File: src/rtl/rr_arb_pkg.sv
// Shared types, sizes and the rotating-priority search used by the 16-way round-robin arbiter.
package rr_arb_pkg;

    localparam int N_REQ = 16;
    localparam int IDX_W = 4;

    typedef logic [IDX_W-1:0] idx_t;
    typedef logic [N_REQ-1:0] req_t;

    typedef enum logic {IDLE, GRANT} arb_state_t;

    typedef struct packed {
        logic found;
        idx_t idx;
    } pick_t;

    // First set request scanning ptr, ptr+1, .. ptr+15; idx_t arithmetic supplies the mod-16 wrap.
    function automatic pick_t rr_pick(input req_t req, input idx_t ptr);
        pick_t res;
        idx_t  pos;
        res = '0;
        for (int i = 0; i < N_REQ; i++) begin
            pos = ptr + idx_t'(i);
            if (!res.found && req[pos]) begin
                res.found = 1'b1;
                res.idx   = pos;
            end
        end
        return res;
    endfunction

endpackage

File: src/rtl/rr_arb16_ctrl_if.sv
// Request/grant bundle between the requesting agents (master) and the arbiter (slave).
interface rr_arb16_ctrl_if;
    import rr_arb_pkg::*;

    req_t req;
    logic done;
    idx_t gnt_idx;
    logic gnt_vld;
    req_t gnt_onehot;
    logic timeout;

    modport master (
        output req,
        output done,
        input  gnt_idx,
        input  gnt_vld,
        input  gnt_onehot,
        input  timeout
    );

    modport slave (
        input  req,
        input  done,
        output gnt_idx,
        output gnt_vld,
        output gnt_onehot,
        output timeout
    );

endinterface

File: src/rtl/bindec_4to16.sv
// 4-to-16 binary decoder with enable; bcode is all zeros when en is low.
module bindec_4to16 (
    input  logic [3:0]  acode,
    input  logic        en,
    output logic [15:0] bcode
);

    always_comb begin
        bcode = '0;
        if (en) begin
            bcode[acode] = 1'b1;
        end
    end

endmodule

File: src/rtl/rr_arb16_ctrl.sv
// Round-robin arbiter for 16 requesters with registered index/enable and decoded one-hot grant.
// Optional hold timer enabled by defining RR_ARB16_TIMEOUT_EN.
module rr_arb16_ctrl
    import rr_arb_pkg::*;
#(
    parameter int unsigned HOLD_MAX = 8
) (
    input  logic           clk,
    input  logic           rst_n,
    rr_arb16_ctrl_if.slave bus
);

    arb_state_t state_q, state_n;
    idx_t       ptr_q, ptr_n;
    idx_t       gnt_idx_q, gnt_idx_n;
    logic       gnt_vld_q, gnt_vld_n;
    logic       release_c;
    logic       timeout_c;
    idx_t       next_ptr;
    req_t       req_masked;
    pick_t      pick_idle;
    pick_t      pick_rel;
    req_t       onehot;

`ifdef RR_ARB16_TIMEOUT_EN
    localparam logic [7:0] HOLD_LAST = 8'(HOLD_MAX - 1);
    localparam logic [7:0] HOLD_SAT  = 8'(HOLD_MAX);

    logic [7:0] hold_cnt_q, hold_cnt_n;
`else
    // HOLD_MAX has no effect here; referenced so both builds share one parameter list.
    if (HOLD_MAX == 0) begin : g_hold_max_unused
    end
`endif

    // On release the holder is masked out and the search restarts just past it.
    always_comb begin
        next_ptr   = gnt_idx_q + idx_t'(1);
        req_masked = bus.req & ~(req_t'(1) << gnt_idx_q);
        pick_idle  = rr_pick(bus.req, ptr_q);
        pick_rel   = rr_pick(req_masked, next_ptr);
    end

    always_comb begin
        // NOTE: every output of this block gets a default first, so no path leaves one unassigned and no latch is inferred.
        state_n   = state_q;
        ptr_n     = ptr_q;
        gnt_idx_n = gnt_idx_q;
        gnt_vld_n = gnt_vld_q;
        release_c = 1'b0;
        timeout_c = 1'b0;
`ifdef RR_ARB16_TIMEOUT_EN
        hold_cnt_n = hold_cnt_q;
`endif
        case (state_q)
            IDLE: begin
                gnt_vld_n = pick_idle.found;
                if (pick_idle.found) begin
                    gnt_idx_n = pick_idle.idx;
                    state_n   = GRANT;
                end
            end
            GRANT: begin
`ifdef RR_ARB16_TIMEOUT_EN
                timeout_c = (hold_cnt_q == HOLD_LAST) && !bus.done && bus.req[gnt_idx_q];
`endif
                release_c = bus.done || !bus.req[gnt_idx_q] || timeout_c;
                if (release_c) begin
                    ptr_n = next_ptr;
`ifdef RR_ARB16_TIMEOUT_EN
                    hold_cnt_n = '0;
`endif
                    if (pick_rel.found) begin
                        gnt_idx_n = pick_rel.idx;
                    end else begin
                        gnt_vld_n = 1'b0;
                        state_n   = IDLE;
                    end
                end
`ifdef RR_ARB16_TIMEOUT_EN
                else begin
                    hold_cnt_n = (hold_cnt_q == HOLD_SAT) ? hold_cnt_q : hold_cnt_q + 8'd1;
                end
`endif
            end
            default: begin
                state_n   = IDLE;
                gnt_vld_n = 1'b0;
            end
        endcase
    end

    always_ff @(posedge clk or negedge rst_n) begin
        if (!rst_n) begin
            state_q   <= IDLE;
            ptr_q     <= '0;
            gnt_idx_q <= '0;
            gnt_vld_q <= 1'b0;
`ifdef RR_ARB16_TIMEOUT_EN
            hold_cnt_q <= '0;
`endif
        end else begin
            // NOTE: non-blocking so every register updates from the same pre-edge values.
            state_q   <= state_n;
            ptr_q     <= ptr_n;
            gnt_idx_q <= gnt_idx_n;
            gnt_vld_q <= gnt_vld_n;
`ifdef RR_ARB16_TIMEOUT_EN
            hold_cnt_q <= hold_cnt_n;
`endif
        end
    end

    bindec_4to16 u_dec (
        .acode (gnt_idx_q),
        .en    (gnt_vld_q),
        .bcode (onehot)
    );

    assign bus.gnt_idx    = gnt_idx_q;
    assign bus.gnt_vld    = gnt_vld_q;
    assign bus.gnt_onehot = onehot;
    // Combinational so the pulse lines up with the cycle in which the timed-out grant is released.
    assign bus.timeout    = timeout_c;

endmodule

File: src/flat_wrapper.sv
// flat-port wrapper written by rule: the top's interface ports become plain ports
module rr_arb16_ctrl_flat import rr_arb_pkg::*;
#(
    parameter int unsigned HOLD_MAX = 8
)
  (clk, rst_n, bus_req, bus_done, bus_gnt_idx, bus_gnt_vld, bus_gnt_onehot, bus_timeout);
  rr_arb16_ctrl_if bus_i ();
  input  logic clk;
  input  logic rst_n;
  input wire logic [$bits(bus_i.req)-1:0] bus_req;
  input wire logic [$bits(bus_i.done)-1:0] bus_done;
  output wire logic [$bits(bus_i.gnt_idx)-1:0] bus_gnt_idx;
  output wire logic [$bits(bus_i.gnt_vld)-1:0] bus_gnt_vld;
  output wire logic [$bits(bus_i.gnt_onehot)-1:0] bus_gnt_onehot;
  output wire logic [$bits(bus_i.timeout)-1:0] bus_timeout;
  assign bus_i.req = bus_req;
  assign bus_i.done = bus_done;
  assign bus_gnt_idx = bus_i.gnt_idx;
  assign bus_gnt_vld = bus_i.gnt_vld;
  assign bus_gnt_onehot = bus_i.gnt_onehot;
  assign bus_timeout = bus_i.timeout;
  rr_arb16_ctrl #(.HOLD_MAX(HOLD_MAX)) u_core (.clk(clk), .rst_n(rst_n), .bus(bus_i));
endmodule
File: config.mk
export PLATFORM = sky130hd
export DESIGN_NAME = rr_arb16_ctrl_flat
export DESIGN_NICKNAME = d
export VERILOG_FILES = /design/src/rtl/rr_arb_pkg.sv /design/src/rtl/rr_arb16_ctrl_if.sv /design/src/rtl/bindec_4to16.sv /design/src/rtl/rr_arb16_ctrl.sv /design/src/flat_wrapper.sv
export SDC_FILE = /design/constraint.sdc
export NUM_CORES = 1
export LEC_CHECK = 0
export CAP_MARGIN = 20
export CORE_ASPECT_RATIO = 1.4
export CORE_UTILIZATION = 45
export DETAILED_ROUTE_END_ITERATION = 7
export MAX_ROUTING_LAYER = met4
export PLACE_DENSITY = 0.69
export SYNTH_ARGS = -nofsm -noshare
export SYNTH_HDL_FRONTEND = slang
export SYNTH_SLANG_ARGS = --single-unit
File: constraint.sdc
create_clock -name clk -period 11.75 [get_ports clk]
set_input_delay 1.7625 -clock clk [delete_from_list [all_inputs] [get_ports clk]]
set_output_delay 1.7625 -clock clk [all_outputs]
set_load 0.02 [all_outputs]
======== Word level (Yosys, flattened, before mapping) ========
Cells that the tools add are included.
operators by class
  add/subtract/negate cells ............... 31
  $lt $le $gt $ge ......................... 34
  eq/ne operators ......................... 4
  shift operators ......................... 1
  mux-type cells .......................... 112
  bitwise operators ....................... 3
  reductions and logical operators ........ 66
operator list
  cell                    count
  $lt A4 B5 Y1 const B    33
  $mux W5                 32
  $bmux W1 S4             33
  $add A4 B4 Y4 const B   16
  $mux W1                 39
  $add A4 B3 Y4 const B   8
  $logic_and A1 B1 Y1     31
  $logic_not A1 Y1        31
  $add A4 B2 Y4 const B   4
  $and A16 B16 Y16        1
  $mux W16                1
  $not A16 Y16            1
  $shl A1 B4 Y16 const A  1
  $add A4 B1 Y4 const B   3
  $mux W4                 3
  $pmux W4 S2             1
  $ne A2 B2 Y1 const B    3
  $demux W1 S4            1
  $ge A4 B1 Y1 const B    1
  $pmux W1 S2             2
  $reduce_and A2 Y1       2
  $reduce_and A3 Y1       1
  $ne A2 B1 Y1 const B    1
  $logic_or A1 B1 Y1      1
  $not A1 Y1              1
storage, ports and cells
  register bits ........................... 10
  input port bits ......................... 19
  word-level logic and storage cells ...... 255

======== Longest topological paths before layout ========
Gate-level depths: netlist of run 1.
  word-level depth ........................ 54
  gate-level depth with buffers ........... 19
  gate-level depth less buffers ........... 14

======== Cells and area by module ========
Synthesis of run 1 repeated with hierarchy kept, for this count alone.
unflattened totals
  cells, all modules ...................... 801
  area total of the unflattened synthesis .. 6,443.7 um^2
modules (own cells, without submodules)
  module         times used  cells an instance  area an instance (um^2)
  rr_arb16_ctrl  1           778                6,326.1
  bindec_4to16   1           23                 117.6

======== Worst setup path before layout of run 1 ========
Ideal clock, no wire load.
  kind .................................... register to register
  start point ............................. register u_core.gnt_idx_q[0], in the netlist u_core.bus.gnt_idx[0]
  end point ............................... register u_core.gnt_idx_q[0], in the netlist u_core.bus.gnt_idx[0]
  library setup time ...................... 0.152 ns
  data arrival time ....................... 4.683 ns
  required time ........................... 11.598 ns
  path slack .............................. 6.915 ns
  cell stages (with the launch flop) ...... 18
  path buffers ............................ 4
  clock period less this slack ............ 4.835 ns
  cells stage by stage .................... dfrtp_1 -> buf_6 -> inv_2 -> buf_2 -> buf_1 -> ha_1 -> buf_2 -> nand2b_1 -> o22a_1 -> mux2_2 -> mux4_2 -> nand3_1 -> and3b_1 -> nand3_4 -> nor3_2 -> or4_1 -> a2111oi_1 -> a2111oi_2
RTL lines
  item                                                                    RTL line              text
  start, declared                                                         rr_arb16_ctrl.sv:15   idx_t gnt_idx_q, gnt_idx_n;
  start signal, assigned                                                  rr_arb16_ctrl.sv:106  gnt_idx_q <= gnt_idx_n;
  $add A4 B1 Y4 (*)                                                       rr_arb16_ctrl.sv:38   next_ptr = gnt_idx_q + idx_t'(1);
  named net u_core.next_ptr[0]                                            rr_arb16_ctrl.sv:19   idx_t next_ptr;
  parallel branches: the longest is 47 deep, another holds $add A4 B1 Y4  -
  $mux W5 (*)                                                             rr_arb_pkg.sv:24      if (!res.found && req[pos]) begin
  $mux W4                                                                 rr_arb16_ctrl.sv:73   if (pick_rel.found) begin
  $mux W4                                                                 rr_arb16_ctrl.sv:68   if (release_c) begin
  $pmux W4 S2                                                             rr_arb16_ctrl.sv:55   case (state_q)
Mark *: on every way through the listed nets, which the timed path passes. The select of a mux whose other input is x is not followed.
A chain may end at the register's enable or synchronous reset.

======== Worst setup path after layout of run 1 ========
  start point ............................. register u_core.gnt_idx_q[0], in the netlist u_core.bus.gnt_idx[0]
  end point ............................... register u_core.gnt_idx_q[2], in the netlist u_core.bus.gnt_idx[2]
Same word-level chain as after synthesis.

==> flow_summary.yaml, run 1 <==
run_status:
  status: "finished, final reports clean"
cells_and_area:
  finish.net_count: 682
  antenna_cells: 0
  fillers: 1023
  syn2layout_area_growth_pct: 10.36
  fin_util: 0.5138
  drive_above_1_share: 0.1449
synth:
  synthAdderAreaFrac: 0.05145
  netlist_top_cells_count: "nand2_1, nor2_1, mux2i_1"
  synth_compound_area_frac: 0.2449
  synth.area.mux_share: 0.3010
  yosys.area_share.simple: 0.2439
  ys_top_cells_by_area: "mux4_2, mux2i_1, nand2_1"
  synthesis.nets: 666
  avgSynthCellArea_um2: 8.068
  yosysUniqueCellTypes: 85
  syn_area_um2: 5059
  synth_edf_count: 0
  async_flop_share: 1.000
  synth_top_family_by_area: "multiplexers"
  ys_seq_elements: 10
  synth_top_area_cell: "mux4_2"
  synth_xor_area_frac: 0.04625
  yosys_warnings: 0
  synth.most_common_cell: "nand2_1"
  synth_top_area_frac: 0.1825
  ys_seq_area_frac: 0.04947
  syn_inst: 627
  synthFlopType: "dfrtp_1"
flow_run:
  drv_cap: 0
clocking:
  insertion_delay_ns: 0.23
  cts_setup_buffers: 0
  clock-sinks: 10
  cts_max_path_buffers: 2
  cts_made_buffers: 3
  cts_resized: 0
  cts_root_buf: "clkbuf_16"
  cts_tree: "yes"
  hold_buffers: 0
  path_clk_slew_ns: 0.04
  htreeDepth: 1
route:
  wirelength_mm: 18.12
  drt_iter0_markers: 421
  ant_nets: 0
  drt_first_pass_iters: 6
  num_vias: 5387
  drc: 0
  via_per_inst: 6.880
  wl_per_cell_um: 23.14
worst_setup_path:
  reg2reg_depth: 15
  worst-setup-path-type: "reg -> reg"
  cp-start-kind: "flop"
  end_kind: "flop"
  worstPathRequired_ns: 11.92
  cp_max_fo: 43
  cp.arrival_ns: 6.42
placed_design:
  portBuffers: 39
  place_ws_ns: 5.747
  dp_hpwl_mm: 14.21
  gp_congestion: 1.091
floorplan:
  dieHeight_um: 127.5
  start_util: 0.4655
  io_pins: 41
  fp-row-count: 45
  die_w_um: 91.61
  fp.dieArea_um2: 11680
  core_area_um2: 10870
global_route:
  grt_max_degree: 44
  grt_pass1_wl_mm: 28.85
  overflow: 0
  antenna_found_initial: 0
  first_global_vias: 5379
  grt_usage: 0.3243
worst_hold_path:
  hp-class: "reg -> reg"
  min_path_cells: 2
sta:
  skew_ns: 0.001086
  fin_setup_tns_ns: 0
  slew_violations: 0
  setup_viol: 0
  fin_ws_ns: 5.497
  hold_viol_final: 0
  fmax_ghz: 0.1599
  rsz0062_at_grt: "no"
  fin_crit_sh: 0.5322
  max_slew_margin: 0.3512
  finalCriticalPeriod_ns: 6.253
  worst-slew-pin-transition_ns: 0.9461
[registers in the layout, indices dropped and copies added (netlist names)]
signal,cells
u_core.state_q,1
u_core.ptr_q,4
u_core.bus.gnt_vld,1
u_core.bus.gnt_idx,4
[metal layers]
metal  global-route usage  part of all wire
met5                    -                 0
met4               0.1699             0.054
met3              0.02143             0.053
met2               0.5887              0.53
met1               0.3527              0.36
[path summary, 6_finish.rpt]
check                                         to  slack (ns)                  start
min in group asynchronous        u_core.ptr_q[1]        1.86                  rst_n
min                        u_core.bus.gnt_idx[3]        0.64  u_core.bus.gnt_idx[3]
max                        u_core.bus.gnt_idx[2]        5.50  u_core.bus.gnt_idx[0]
max reg2reg                u_core.bus.gnt_idx[2]        5.50  u_core.bus.gnt_idx[0]
min reg2reg                u_core.bus.gnt_idx[3]        0.64  u_core.bus.gnt_idx[3]
max in group asynchronous     u_core.bus.gnt_vld        9.57                  rst_n
[final cells by class]
cell class              count  area (um2)  area share
well taps                 141       176.4     0.03160
inverters                  33       123.9     0.02219
clock buffers               4       88.84     0.01591
repair buffers             47       450.4     0.08068
flip-flops and latches     10       250.2     0.04482
multi-input cells         548        4493      0.8048
[cells by family (layout without fill, tap and decap cells)]
family	Yosys count	count (layout)
mux	99	99
compound gates	171	171
buf+inv	69	84
simple gates	234	234
other cells	1	1
fa+ha+maj	21	21
flops	10	10
xor+xnor	22	22
[critical path: stages (launching register included)]
cell and delay [ns]:
dfrtp_1 0.60, buf_4 0.39, inv_2 0.33, ha_1 0.42
buf_4 0.39, inv_2 0.27, a32o_1 0.36, mux2i_1 0.59
mux4_2 0.45, nand3_2 0.14, nor4_4 0.83, nand3_4 0.26
nor3_2 0.41, a221oi_1 0.17, a311oi_1 0.37, a221o_1 0.17
[cell usage in the layout (no fill, tap or decap), types with 10 or more instances in the layout]
cell type / instances
nand2_1: 71
nor2_1: 55
mux2i_1: 43
mux4_2: 41
clkdlybuf4s50_1: 39
inv_1: 28
o21ai_0: 27
a21oi_1: 21
ha_1: 20
nand3_1: 17
nor3_1: 15
xnor2_1: 15
mux2_2: 15
nand2b_1: 14
o22ai_1: 12
a31oi_1: 11
dfrtp_1: 10
[per-stage QoR]
step	hold WS [ns]	instance area, um2	std cells
after global routing	0.6613	5583	783
after global placement	0.6197	5494	779
after detailed placement	0.6316	5494	779
after floorplan	0.6467	5059	627
final	0.6433	5583	783
after CTS	0.6381	5583	783
Power of run 1 is not shown: default switching activity piles up to over one toggle a cycle in this logic, so the estimate is an artifact.
==> inputs of run 2 (changes only) <==
PLACE_DENSITY = 0.72   (was 0.69)
clock period = 5.2 ns   (was 11.75 ns; I/O delays follow)
==> run 2 against run 1 <==
Routed wire length increased by 3.1%. Register-to-register slack got worse by 5.1 ns. Hold slack got worse by 0.016 ns. Die area unchanged. Clock skew increased by 0.0017 ns. Global-route usage increased by 0.82 points. Final cell count increased by 2.3%. Utilization increased by 1.2 points. Critical path depth unchanged. Final area increased by 2.4%.
==> flow_summary.yaml, run 2 (same netlist as run 1, synthesis figures left out) <==
clocking:
  clock-sinks: 10
  hold_buffers: 0
  cts_max_path_buffers: 2
  insertion_delay_ns: 0.24
  path_clk_slew_ns: 0.04
  cts_resized: 0
  cts_tree: "yes"
  cts_made_buffers: 3
  cts_setup_buffers: 0
  htreeDepth: 1
  cts_root_buf: "clkbuf_16"
sta:
  finalCriticalPeriod_ns: 4.843
  setup_viol: 0
  rsz0062_at_grt: "no"
  skew_ns: 0.002794
  hold_viol_final: 0
  worst-slew-pin-transition_ns: 1.053
  max_slew_margin: 0.2932
  fin_crit_sh: 0.9313
  slew_violations: 0
  fin_setup_tns_ns: 0
  fmax_ghz: 0.2065
global_route:
  antenna_found_initial: 0
  first_global_vias: 5318
  grt_pass1_wl_mm: 29.11
  grt_usage: 0.3325
  overflow: 0
  grt_max_degree: 27
run_status:
  status: "finished, final reports clean"
flow_run:
  drv_cap: 0
worst_setup_path:
  crit_family: "compound AO/OA/AOI/OAI gates"
  cp_max_fo: 16
  cp_num_buf_inv: 4
  worst-setup-path-type: "reg -> reg"
  end_kind: "flop"
  worstPathRequired_ns: 5.30
  cpPeakStageDelay_ns: 0.68
  crit_slowest_cell: "o32ai_1"
  cp.arrival_ns: 4.94
  cp-start-kind: "flop"
  cp_cell_sequence: "buf_4 -> inv_1 -> ha_1 -> inv_2 -> buf_4 -> o32ai_1 -> mux2i_1 -> mux4_2 -> nand3_1 -> and3b_1 -> nand3_4 -> nor3_2 -> or4_1 -> a2111oi_1 -> a2111oi_2"
  critPathMostFrequentCell: "buf_4"
route:
  drc: 0
  top_layer: "met4"
  via_per_inst: 6.839
  wl_met3_um: 917
  wl_per_cell_um: 23.32
  drt_first_pass_iters: 5
  met2_length_mm: 9.914
  num_vias: 5478
  met1Wirelength_mm: 6.346
  drt_iter0_markers: 327
  ant_nets: 0
  wirelength_mm: 18.68
cells_and_area:
  finish.net_count: 700
  fin_area_um2: 5718
  antenna_cells: 0
  syn2layout_area_growth_pct: 13.03
  most-common-layout-cells: "nand2_1, nor2_1, mux2i_1"
  drive_above_1_share: 0.1682
  layout_commonest_cell: "nand2_1"
placed_design:
  portBuffers: 39
  placed_area_um2: 5629
  dp_hpwl_mm: 15.24
  gp_congestion: 1.062
worst_hold_path:
  hp-class: "reg -> reg"
floorplan:
  die_w_um: 91.61
  dieHeight_um: 127.5
  fp-row-count: 45
  io_pins: 41
  start_util: 0.4655
  fp.dieArea_um2: 11680
  core_area_um2: 10870
==> run 2: changes by cell type in the layout (fill, tap and decap cells not counted) <==
cell	delta
buf_4	+18
==> run 2: cell type report <==
cell class,count,area (um2)
multi-input cells,548,4493
flip-flops and latches,10,250.2
well taps,141,176.4
fillers,1020,5149
repair buffers,65,585.6
clock buffers,4,88.84
inverters,33,123.9
==> run 2: worst register-to-register path, delay by kind of cell, from the launching register on <==
kind                       cells  cell delay, ns
muxes                          2            0.86
buffers and inverters          4            0.62
and+or+nand+nor                5            1.20
adders and majority gates      1            0.37
DFF                            1            0.34
AOI/OAI and AO/OA              3            1.31
==> run 2: routing by layer <==
layer | global-route usage | vias up
met5 | - | -
met4 | 0.2465 | 0
met3 | 0.02500 | 92
met2 | 0.6121 | 275
met1 | 0.3237 | 2610
li1 | - | 2501
==> run 2: through the flow <==
stage | util | hold WS [ns] | worst slack [ns] | std cells
6_report | 0.5262 | 0.6277 | 0.3570 | 801
5_1_grt | 0.5262 | 0.6578 | 0.1393 | 801
4_1_cts | 0.5262 | 0.6179 | 0.5238 | 801
3_5_place_dp | 0.5180 | 0.6110 | 0.3894 | 797
3_3_place_gp | 0.5180 | 0.5680 | 0.4169 | 797
2_1_floorplan | - | 0.4844 | 0.3645 | 627
==> run 2: worst paths after layout <==
check	from	cells past startpoint	endpoint	slack [ns]
setup / recovery	u_core.bus.gnt_idx[1]	15	u_core.bus.gnt_idx[0]	0.36
hold / removal	u_core.ptr_q[0]	2	u_core.ptr_q[0]	0.63
setup reg to reg	u_core.bus.gnt_idx[1]	15	u_core.bus.gnt_idx[0]	0.36
hold reg to reg	u_core.ptr_q[0]	2	u_core.ptr_q[0]	0.63
max in group asynchronous	rst_n	1	u_core.ptr_q[1]	4.01
min in group asynchronous	rst_n	1	u_core.state_q	0.87
Power of run 2 is left out for the same reason.
